[src/rtl/cpu_pkg.sv]
// Shared definitions for the fetch/decode/execute controller: widths, opcodes,
// controller states and instruction-word field helpers.
package cpu_pkg;

  localparam int ADDR_W    = 8;
  localparam int WORD_W    = 10;
  localparam int MEM_DEPTH = 16;

  localparam logic [1:0] OPC_HLT  = 2'b00;
  localparam logic [1:0] OPC_MOVR = 2'b01;
  localparam logic [1:0] OPC_LDI  = 2'b10;
  localparam logic [1:0] OPC_LDA  = 2'b11;

  localparam int OPC_HI  = 9;
  localparam int OPC_LO  = 8;
  localparam int OPND_HI = 7;
  localparam int OPND_LO = 0;

  typedef enum logic [2:0] {
    IDLE   = 3'd0,
    FETCH  = 3'd1,
    DECODE = 3'd2,
    DIR    = 3'd3,
    IND1   = 3'd4,
    IND2   = 3'd5,
    HALT   = 3'd6
  } state_t;

  function automatic logic [1:0] getOpc(input logic [WORD_W-1:0] word);
    return word[OPC_HI:OPC_LO];
  endfunction

  function automatic logic [ADDR_W-1:0] getOpnd(input logic [WORD_W-1:0] word);
    return word[OPND_HI:OPND_LO];
  endfunction

  // Only the lowest MEM_DEPTH addresses are backed by real memory words.
  function automatic logic isOutOfRange(input logic [ADDR_W-1:0] addr);
    return addr >= ADDR_W'(MEM_DEPTH);
  endfunction

endpackage

[src/rtl/fetch_exec_ctrl.sv]
// Fetch/decode/execute controller: sequences PC -> memory -> IR and executes
// HLT/MOVR/LDI/LDA against an asynchronously read 16x10 memory.
module fetch_exec_ctrl
  import cpu_pkg::*;
(
  input  logic              clk,
  input  logic              rst_n,
  input  logic              i_start,
  input  logic [WORD_W-1:0] i_mem_rdata,
  output logic [ADDR_W-1:0] o_mem_addr,
  output logic              o_mem_rw,
  output logic [WORD_W-1:0] o_mem_wdata,
  output logic [ADDR_W-1:0] o_pc,
  output logic [ADDR_W-1:0] o_mar,
  output logic [WORD_W-1:0] o_ir,
  output logic [WORD_W-1:0] o_mbr,
  output logic [ADDR_W-1:0] o_reg_r,
  output logic [ADDR_W-1:0] o_reg_a,
  output logic              o_busy,
  output logic              o_instr_done,
  output logic              o_halted,
  output logic              o_addr_err
);

  state_t            r_state;
  state_t            w_next;
  logic [ADDR_W-1:0] w_addr;
  logic              w_addr_bad;
  logic [ADDR_W-1:0] r_pc;
  logic [ADDR_W-1:0] r_mar;
  logic [WORD_W-1:0] r_ir;
  logic [WORD_W-1:0] r_mbr;
  logic [ADDR_W-1:0] r_r;
  logic [ADDR_W-1:0] r_a;
  logic              r_done;
  logic              r_err;

  // The memory address is a pure function of state, so the memory's async read
  // data is consumed in the same cycle it is addressed.
  always_comb begin
    w_next     = r_state;
    w_addr     = '0;
    w_addr_bad = 1'b0;
    case (r_state)
      IDLE: begin
        if (i_start) w_next = FETCH;
      end
      FETCH: begin
        w_addr     = r_pc;
        w_addr_bad = isOutOfRange(r_pc);
        w_next     = w_addr_bad ? HALT : DECODE;
      end
      DECODE: begin
        w_addr = r_pc;
        case (getOpc(r_ir))
          OPC_MOVR: w_next = FETCH;
          OPC_LDI:  w_next = DIR;
          OPC_LDA:  w_next = IND1;
          default:  w_next = HALT;
        endcase
      end
      DIR: begin
        w_addr     = getOpnd(r_ir);
        w_addr_bad = isOutOfRange(w_addr);
        w_next     = w_addr_bad ? HALT : FETCH;
      end
      IND1: begin
        w_addr     = getOpnd(r_ir);
        w_addr_bad = isOutOfRange(w_addr);
        w_next     = w_addr_bad ? HALT : IND2;
      end
      IND2: begin
        w_addr     = r_mar;
        w_addr_bad = isOutOfRange(w_addr);
        w_next     = w_addr_bad ? HALT : FETCH;
      end
      HALT: begin
        w_addr = r_pc;
      end
      default: begin
        w_next = IDLE;
      end
    endcase
  end

  always_ff @(posedge clk or negedge rst_n) begin
    if (!rst_n) begin
      r_state <= IDLE;
      r_pc    <= '0;
      r_mar   <= '0;
      r_ir    <= '0;
      r_mbr   <= '0;
      r_r     <= '0;
      r_a     <= '0;
      r_done  <= 1'b0;
      r_err   <= 1'b0;
    end else begin
      r_state <= w_next;
      r_done  <= 1'b0;
      // An out-of-range access only raises the sticky error; no register moves.
      if (w_addr_bad) begin
        r_err <= 1'b1;
      end else begin
        case (r_state)
          FETCH: begin
            r_ir <= i_mem_rdata;
            r_pc <= r_pc + 1'b1;
          end
          DECODE: begin
            if (getOpc(r_ir) == OPC_MOVR) begin
              r_r    <= getOpnd(r_ir);
              r_done <= 1'b1;
            end
          end
          DIR: begin
            r_mbr  <= i_mem_rdata;
            r_a    <= getOpnd(i_mem_rdata);
            r_done <= 1'b1;
          end
          IND1: begin
            r_mbr <= i_mem_rdata;
            r_mar <= getOpnd(i_mem_rdata);
          end
          IND2: begin
            r_mbr  <= i_mem_rdata;
            r_a    <= getOpnd(i_mem_rdata);
            r_done <= 1'b1;
          end
          default: begin
          end
        endcase
      end
    end
  end

  assign o_mem_addr   = w_addr;
  assign o_mem_rw     = 1'b0;
  assign o_mem_wdata  = '0;
  assign o_pc         = r_pc;
  assign o_mar        = r_mar;
  assign o_ir         = r_ir;
  assign o_mbr        = r_mbr;
  assign o_reg_r      = r_r;
  assign o_reg_a      = r_a;
  assign o_busy       = (r_state != IDLE) && (r_state != HALT);
  assign o_instr_done = r_done;
  assign o_halted     = (r_state == HALT);
  assign o_addr_err   = r_err;

endmodule
[config.mk]
export PLATFORM = sky130hd
export DESIGN_NAME = fetch_exec_ctrl
export DESIGN_NICKNAME = d
export VERILOG_FILES = /design/src/rtl/cpu_pkg.sv /design/src/rtl/fetch_exec_ctrl.sv
export SDC_FILE = /design/constraint.sdc
export NUM_CORES = 1
export LEC_CHECK = 0
export CORE_ASPECT_RATIO = 0.75
export CORE_MARGIN = 2
export CORE_UTILIZATION = 40
export CTS_CLUSTER_DIAMETER = 80
export CTS_CLUSTER_SIZE = 28
export DETAILED_ROUTE_END_ITERATION = 10
export PLACE_DENSITY = 0.71
export SYNTH_ARGS = -nofsm -noshare
export SYNTH_HDL_FRONTEND = slang
export SYNTH_SLANG_ARGS = --single-unit
[constraint.sdc]
create_clock -name clk -period 6.4 [get_ports clk]
set_input_delay 1.92 -clock clk [delete_from_list [all_inputs] [get_ports clk]]
set_output_delay 1.92 -clock clk [all_outputs]
set_load 0.03 [all_outputs]
==> results of run 1 <==
[path summary, 6_finish.rpt]
kind / start / endpoint / slack, ps / cells past startpoint
min in group asynchronous: rst_n / o_mbr[0] / 1720 / 2
worst max-delay path: r_state[0] / o_mem_addr[3] / 1590 / 5
worst min register to register: o_pc[6] / o_pc[6] / 440 / 0
worst min-delay path: o_pc[6] / o_pc[6] / 440 / 0
worst max register to register: o_ir[4] / o_mbr[6] / 3730 / 4
max in group asynchronous: rst_n / o_ir[6] / 4200 / 2
[worst reg2reg max path, delay by kind of cell, from the launching register on]
family,cells,cell delay (ps)
AND/OR/NAND/NOR,3,1690
flip-flops,1,450
multiplexers,1,410
[cell usage after synthesis (all sizes together), types with 3 or more instances]
| library cell | number | area share |
|---|---|---|
| nor2b | 4 | 0.0092 |
| nand2b | 4 | 0.0092 |
| nand2 | 22 | 0.031 |
| or3 | 3 | 0.0069 |
| buf | 13 | 0.039 |
| clkbuf | 13 | 0.018 |
| xnor2 | 3 | 0.0097 |
| o21ai | 4 | 0.0074 |
| a22o | 8 | 0.026 |
| a22oi | 9 | 0.025 |
| inv | 6 | 0.0083 |
| ha | 5 | 0.023 |
| mux2 | 42 | 0.19 |
| nor4 | 3 | 0.0069 |
| a21oi | 4 | 0.0074 |
| dfrtp | 57 | 0.53 |
| nand3 | 3 | 0.0055 |
| nor2 | 5 | 0.0069 |
[through the flow]
step / area, µm² / hold slack [ps]
2_1_floorplan: 2740 / 661
3_3_place_gp: 3480 / 428
3_5_place_dp: 3480 / 428
4_1_cts: 3720 / 444
5_1_grt: 3720 / 458
6_report: 3720 / 445
[registers in the layout, indices dropped and copies added (netlist names)]
name and flops:
o_instr_done 1, o_pc 8, o_mbr 10, o_reg_r 8, o_reg_a 8, r_state 3, o_addr_err 1, o_ir 10
o_mar 8
[cell usage in the layout (no fill, tap or decap), types with 2 or more instances in the layout]
cell / instances
or3_1: 3
a21oi_1: 4
conb_1: 11
inv_1: 6
clkbuf_8: 10
a22oi_1: 9
nand2b_1: 4
and3b_1: 2
xnor2_1: 3
buf_4: 3
nor4_1: 3
bufinv_16: 3
clkdlybuf4s50_1: 75
nor2b_1: 4
mux2_2: 32
o21ai_0: 4
a22o_1: 7
ha_1: 5
mux2_4: 10
nand3_1: 3
nor2_1: 5
nand2_1: 22
dfrtp_1: 57
[power breakdown]
group          internal (µW)  total (µW)  switching [µW]
Clock                    269         417             149
Sequential               509         642             133
Combinational            404         880             476
[final cells by class]
type	instances	area, µm²
clock buffers	11	141
repair buffers	79	778
well taps	81	101
inverters	6	22.5
fillers	526	2690
multi-input cells	144	1150
clock inverters	5	103
flip-flops and latches	57	1430
[cell families after synthesis]
group           count (synthesis)  synth area share
fa+ha+maj                       5            0.0231
mux                            43             0.192
other cells                     1           0.00139
buf+inv                        32            0.0652
simple gates                   52            0.0994
flops                          57             0.527
xor+xnor                        3           0.00971
compound gates                 30            0.0818
[per-layer routing]
metal | GRT usage | up-vias | routed length (µm)
met5 | 0 | - | 0
met4 | 0.0411 | 0 | 34
met3 | 0.0836 | 5 | 484
met2 | 0.275 | 72 | 2850
met1 | 0.256 | 992 | 3080
li1 | - | 912 | -
==> impl_metrics.csv, run 1 <==
group,metric,value,unit
setup_path,path_max_fanout,24,
floorplanning,fp.coreArea,0.00641,mm²
power,p_leak,0.00164,µW
clock_tree,cts_tree,"built",
sta,finalSetupTns,0,ps
global_routing,grt_first_pass_wirelength,10500,µm
finish,drive_gt1_frac,0.215,
finish,final_util,0.581,
logic_synthesis,synth_seq_cells,57,
floorplanning,start_util,0.422,
setup_path,cp_num_buf_inv,1,
logic_synthesis,synthCells,223,
setup_path,crit_chain,"nand2b_1 -> mux2i_1 -> a22oi_1 -> nand2_1 -> clkdlybuf4s50_1",
setup_path,path_class,"flop to output pin",
sta,worst_slew_pin_slew,975,ps
global_routing,antenna_found_initial,0,
floorplanning,die_w,99.0,µm
clock_tree,cts_root_buf,"clkbuf_8",
sta,drv_slew,0,
global_routing,overflow,0,
floorplanning,io_pins,88,
placed_design,place_congestion,0.727,
global_routing,track_usage,0.186,
sta,finalHoldViolations,0,
clock_tree,clkLatencyLatePin,340,ps
finish,finalNonFillerCells,383,
finish,finalNetCount,315,
sta,rsz0062_at_grt,"false",
hold_path,min_path_type,"flop to flop",
drt,drc,0,
placed_design,dpl.cell_count,367,
logic_synthesis,synth_cell_types,35,
clock_tree,cts-resized-gates,0,
sta,layout_setup_ws,1590,ps
logic_synthesis,synth-edff-count,0,
sta,min_period_over_period,0.752,
outcome,status,"finished, final reports clean",
drt,drt_iter0_drc,125,
clock_tree,clk_path_buf_depth,2,
sta,max_freq,0.208,GHz
finish,antenna-diode-count,0,
logic_synthesis,avgSynthCellArea,12.1,µm²
setup_path,endpoint_kind,"output pin",
setup_path,max_stage_delay,800,ps
drt,drt-total-wl,6450,µm
setup_path,critical_path.top_delay_family,"flip-flops",
sta,finClkSkew,3.44,ps
sta,finalSetupViolCount,0,
drt,via_per_inst,5.17,
floorplanning,die_area,0.00745,mm²
power,p_per_area,520,mW/mm²
placed_design,hpwl,4350,µm
placed_design,post-place-ws,2000,ps
sta,maxSlewHeadroom,0.349,
setup_path,critPathArrivalTime,2890,ps
setup_path,slowest_stage,"dfrtp_1",
clock_tree,cts_sinks,57,
finish,area_growth,37.6,%
setup_path,crit_path_start_kind,"flop",
floorplanning,die_y,75.2,µm
power,irDropWorstVdd,326,µV
global_routing,grt_pass1_vias,1946,
clock_tree,htree_levels,3,
setup_path,cp.required,4480,ps
sta,fin_crit,4810,ps
drt,firstDrtPassIters,4,
drt,vias,1981,
power,fin_total_pwr,1940,µW
global_routing,grt_max_degree,58,
clock_tree,path_clk_slew,70,ps
logic_synthesis,syn-cell-area,0.00271,mm²
logic_synthesis,yosysSeqAreaShare,0.527,
logic_synthesis,synthArstFlopShare,1.00,
placed_design,io_buffers,76,
drt,routedWlPerCell,16.8,µm
clock_tree,cts_buffers,9,
drt,ant_nets,0,
clock_tree,cts_setup_buffers,0,
logic_synthesis,yosysWarningCount,0,
floorplanning,num_rows,25,
clock_tree,ctsHoldBuffers,0,
logic_synthesis,yosys_most_used_dff,"dfrtp_1",
job,cap_violations,0,
Power figures use the tool's default switching activity.
==> inputs of run 2 (changes only) <==
--- a/config.mk
+++ b/config.mk
@@ -11,7 +11,7 @@
 export CTS_CLUSTER_DIAMETER = 80
 export CTS_CLUSTER_SIZE = 28
 export DETAILED_ROUTE_END_ITERATION = 10
-export PLACE_DENSITY = 0.71
+export PLACE_DENSITY = 0.74
 export SYNTH_ARGS = -nofsm -noshare
 export SYNTH_HDL_FRONTEND = slang
 export SYNTH_SLANG_ARGS = --single-unit
==> constraint.sdc (replaced) <==
create_clock -name clk -period 4.4 [get_ports clk]
set_input_delay 1.32 -clock clk [delete_from_list [all_inputs] [get_ports clk]]
set_output_delay 1.32 -clock clk [all_outputs]
set_load 0.03 [all_outputs]
==> impl_metrics.csv, run 2 (synthesis results as in run 1) <==
group,metric,value,unit
sta,finalSetupViolCount,0,
sta,drv_slew,0,
drt,routedWlPerCell,17.0,µm
clock_tree,clkLatencyLatePin,340,ps
power,fin_total_pwr,2770,µW
floorplanning,io_pins,88,
floorplanning,start_util,0.422,
setup_path,cp.required,3080,ps
placed_design,io_buffers,76,
job,cap_violations,0,
setup_path,path_class,"flop to output pin",
finish,finalNetCount,317,
global_routing,overflow,0,
sta,finalSetupTns,0,ps
floorplanning,die_y,75.2,µm
drt,ant_nets,0,
setup_path,r2r_cells,4,
setup_path,cp-startpoint,"r_state[2]",
global_routing,grt_first_pass_wirelength,10300,µm
setup_path,path_max_fanout,17,
clock_tree,path_clk_slew,60,ps
sta,finalHoldViolations,0,
sta,min_period_over_period,0.925,
setup_path,rrSetupSlack,1720,ps
sta,fin_crit,4070,ps
finish,finalNonFillerCells,384,
clock_tree,cts_tree,"built",
drt,firstDrtPassIters,4,
clock_tree,cts_root_buf,"clkbuf_8",
global_routing,grt_pass1_vias,1963,
placed_design,hpwl,4590,µm
clock_tree,ctsHoldBuffers,0,
hold_path,min_path_type,"flop to flop",
sta,finClkSkew,10.0,ps
setup_path,crit_end,"o_mem_addr[3]",
finish,antenna-diode-count,0,
global_routing,top_usage_layer,"met2",
drt,drc,0,
sta,rsz0062_at_grt,"false",
drt,drt-total-wl,6550,µm
drt,via_per_inst,5.18,
power,irDropWorstVdd,382,µV
outcome,status,"finished, final reports clean",
sta,worst_slew_pin_slew,968,ps
global_routing,grt_use_met2,0.291,
sta,max_freq,0.246,GHz
placed_design,dpl.cell_count,369,
clock_tree,cts_sinks,57,
floorplanning,die_w,99.0,µm
finish,area_growth,37.6,%
placed_design,place_congestion,0.778,
clock_tree,cts_buffers,9,
setup_path,reg2reg_to,"o_mbr[0]",
sta,maxSlewHeadroom,0.353,
global_routing,grt_max_degree,38,
setup_path,critPathArrivalTime,2750,ps
finish,drive_gt1_frac,0.221,
clock_tree,cts_setup_buffers,0,
setup_path,crit_path_start_kind,"flop",
setup_path,r2r_start,"o_ir[4]",
power,p_leak,0.00165,µW
power,p_per_area,745,mW/mm²
drt,vias,1988,
global_routing,met1_usage,0.230,
clock_tree,cts-resized-gates,0,
global_routing,antenna_found_initial,0,
drt,drt_iter0_drc,89,
floorplanning,fp.coreArea,0.00641,mm²
global_routing,met3_usage,0.0845,
floorplanning,num_rows,25,
global_routing,track_usage,0.185,
finish,final_util,0.581,
clock_tree,htree_levels,3,
finish,mostFrequentLayoutCell,"clkdlybuf4s50_1",
placed_design,post-place-ws,657,ps
setup_path,endpoint_kind,"output pin",
sta,layout_setup_ws,329,ps
clock_tree,clk_path_buf_depth,2,
finish,final_cell_mix,"clkdlybuf4s50_1, dfrtp_1, mux2_2",
floorplanning,die_area,0.00745,mm²
-- run 2: where the power goes --
part | internal, µW | switching [µW]
Clock | 347 | 210
Sequential | 740 | 198
Combinational | 587 | 692
-- run 2: final cells by class --
cell class | count | area, µm²
Multi-Input combinational cell | 144 | 1150
Clock inverter | 4 | 76.3
Fill cell | 522 | 2690
Tap cell | 81 | 101
Sequential cell | 57 | 1430
Inverter | 6 | 22.5
Timing Repair Buffer | 81 | 793
Clock buffer | 11 | 151
-- run 2: how the worst min path moves through the flow --
stage | startpoint | endpoint | slack, ps | cells past startpoint
finish | o_pc[7] | o_pc[7] | 440 | 0
global route | o_pc[5] | o_pc[5] | 470 | 0
CTS | o_pc[7] | o_pc[7] | 440 | 0
detailed placement | o_pc[7] | o_pc[7] | 430 | 0
global placement | o_pc[6] | o_pc[6] | 440 | 0
floorplan | r_state[0] | r_state[2] | 660 | 2
-- run 2: metrics by stage --
step / cell area, µm² / hold slack, ps
floorplan: 2740 / 661
global placement: 3500 / 435
detailed placement: 3500 / 426
CTS: 3720 / 439
global route: 3720 / 471
finish: 3720 / 443
-- run 2: worst max-delay path, stage by stage, from the launching register on --
cell and delay [ps]:
dfrtp_1 610, nor2b_1 680, a22o_1 270, a22oi_1 70
nand2_1 100, clkdlybuf4s50_1 690
-- run 2: per-layer routing --
layer,routed length [µm],share of wire,vias to the layer above
met3,571,0.087,11
met2,3080,0.47,75
met5,0,0,-
met1,2810,0.43,986
li1,-,-,916
met4,83,0.013,0
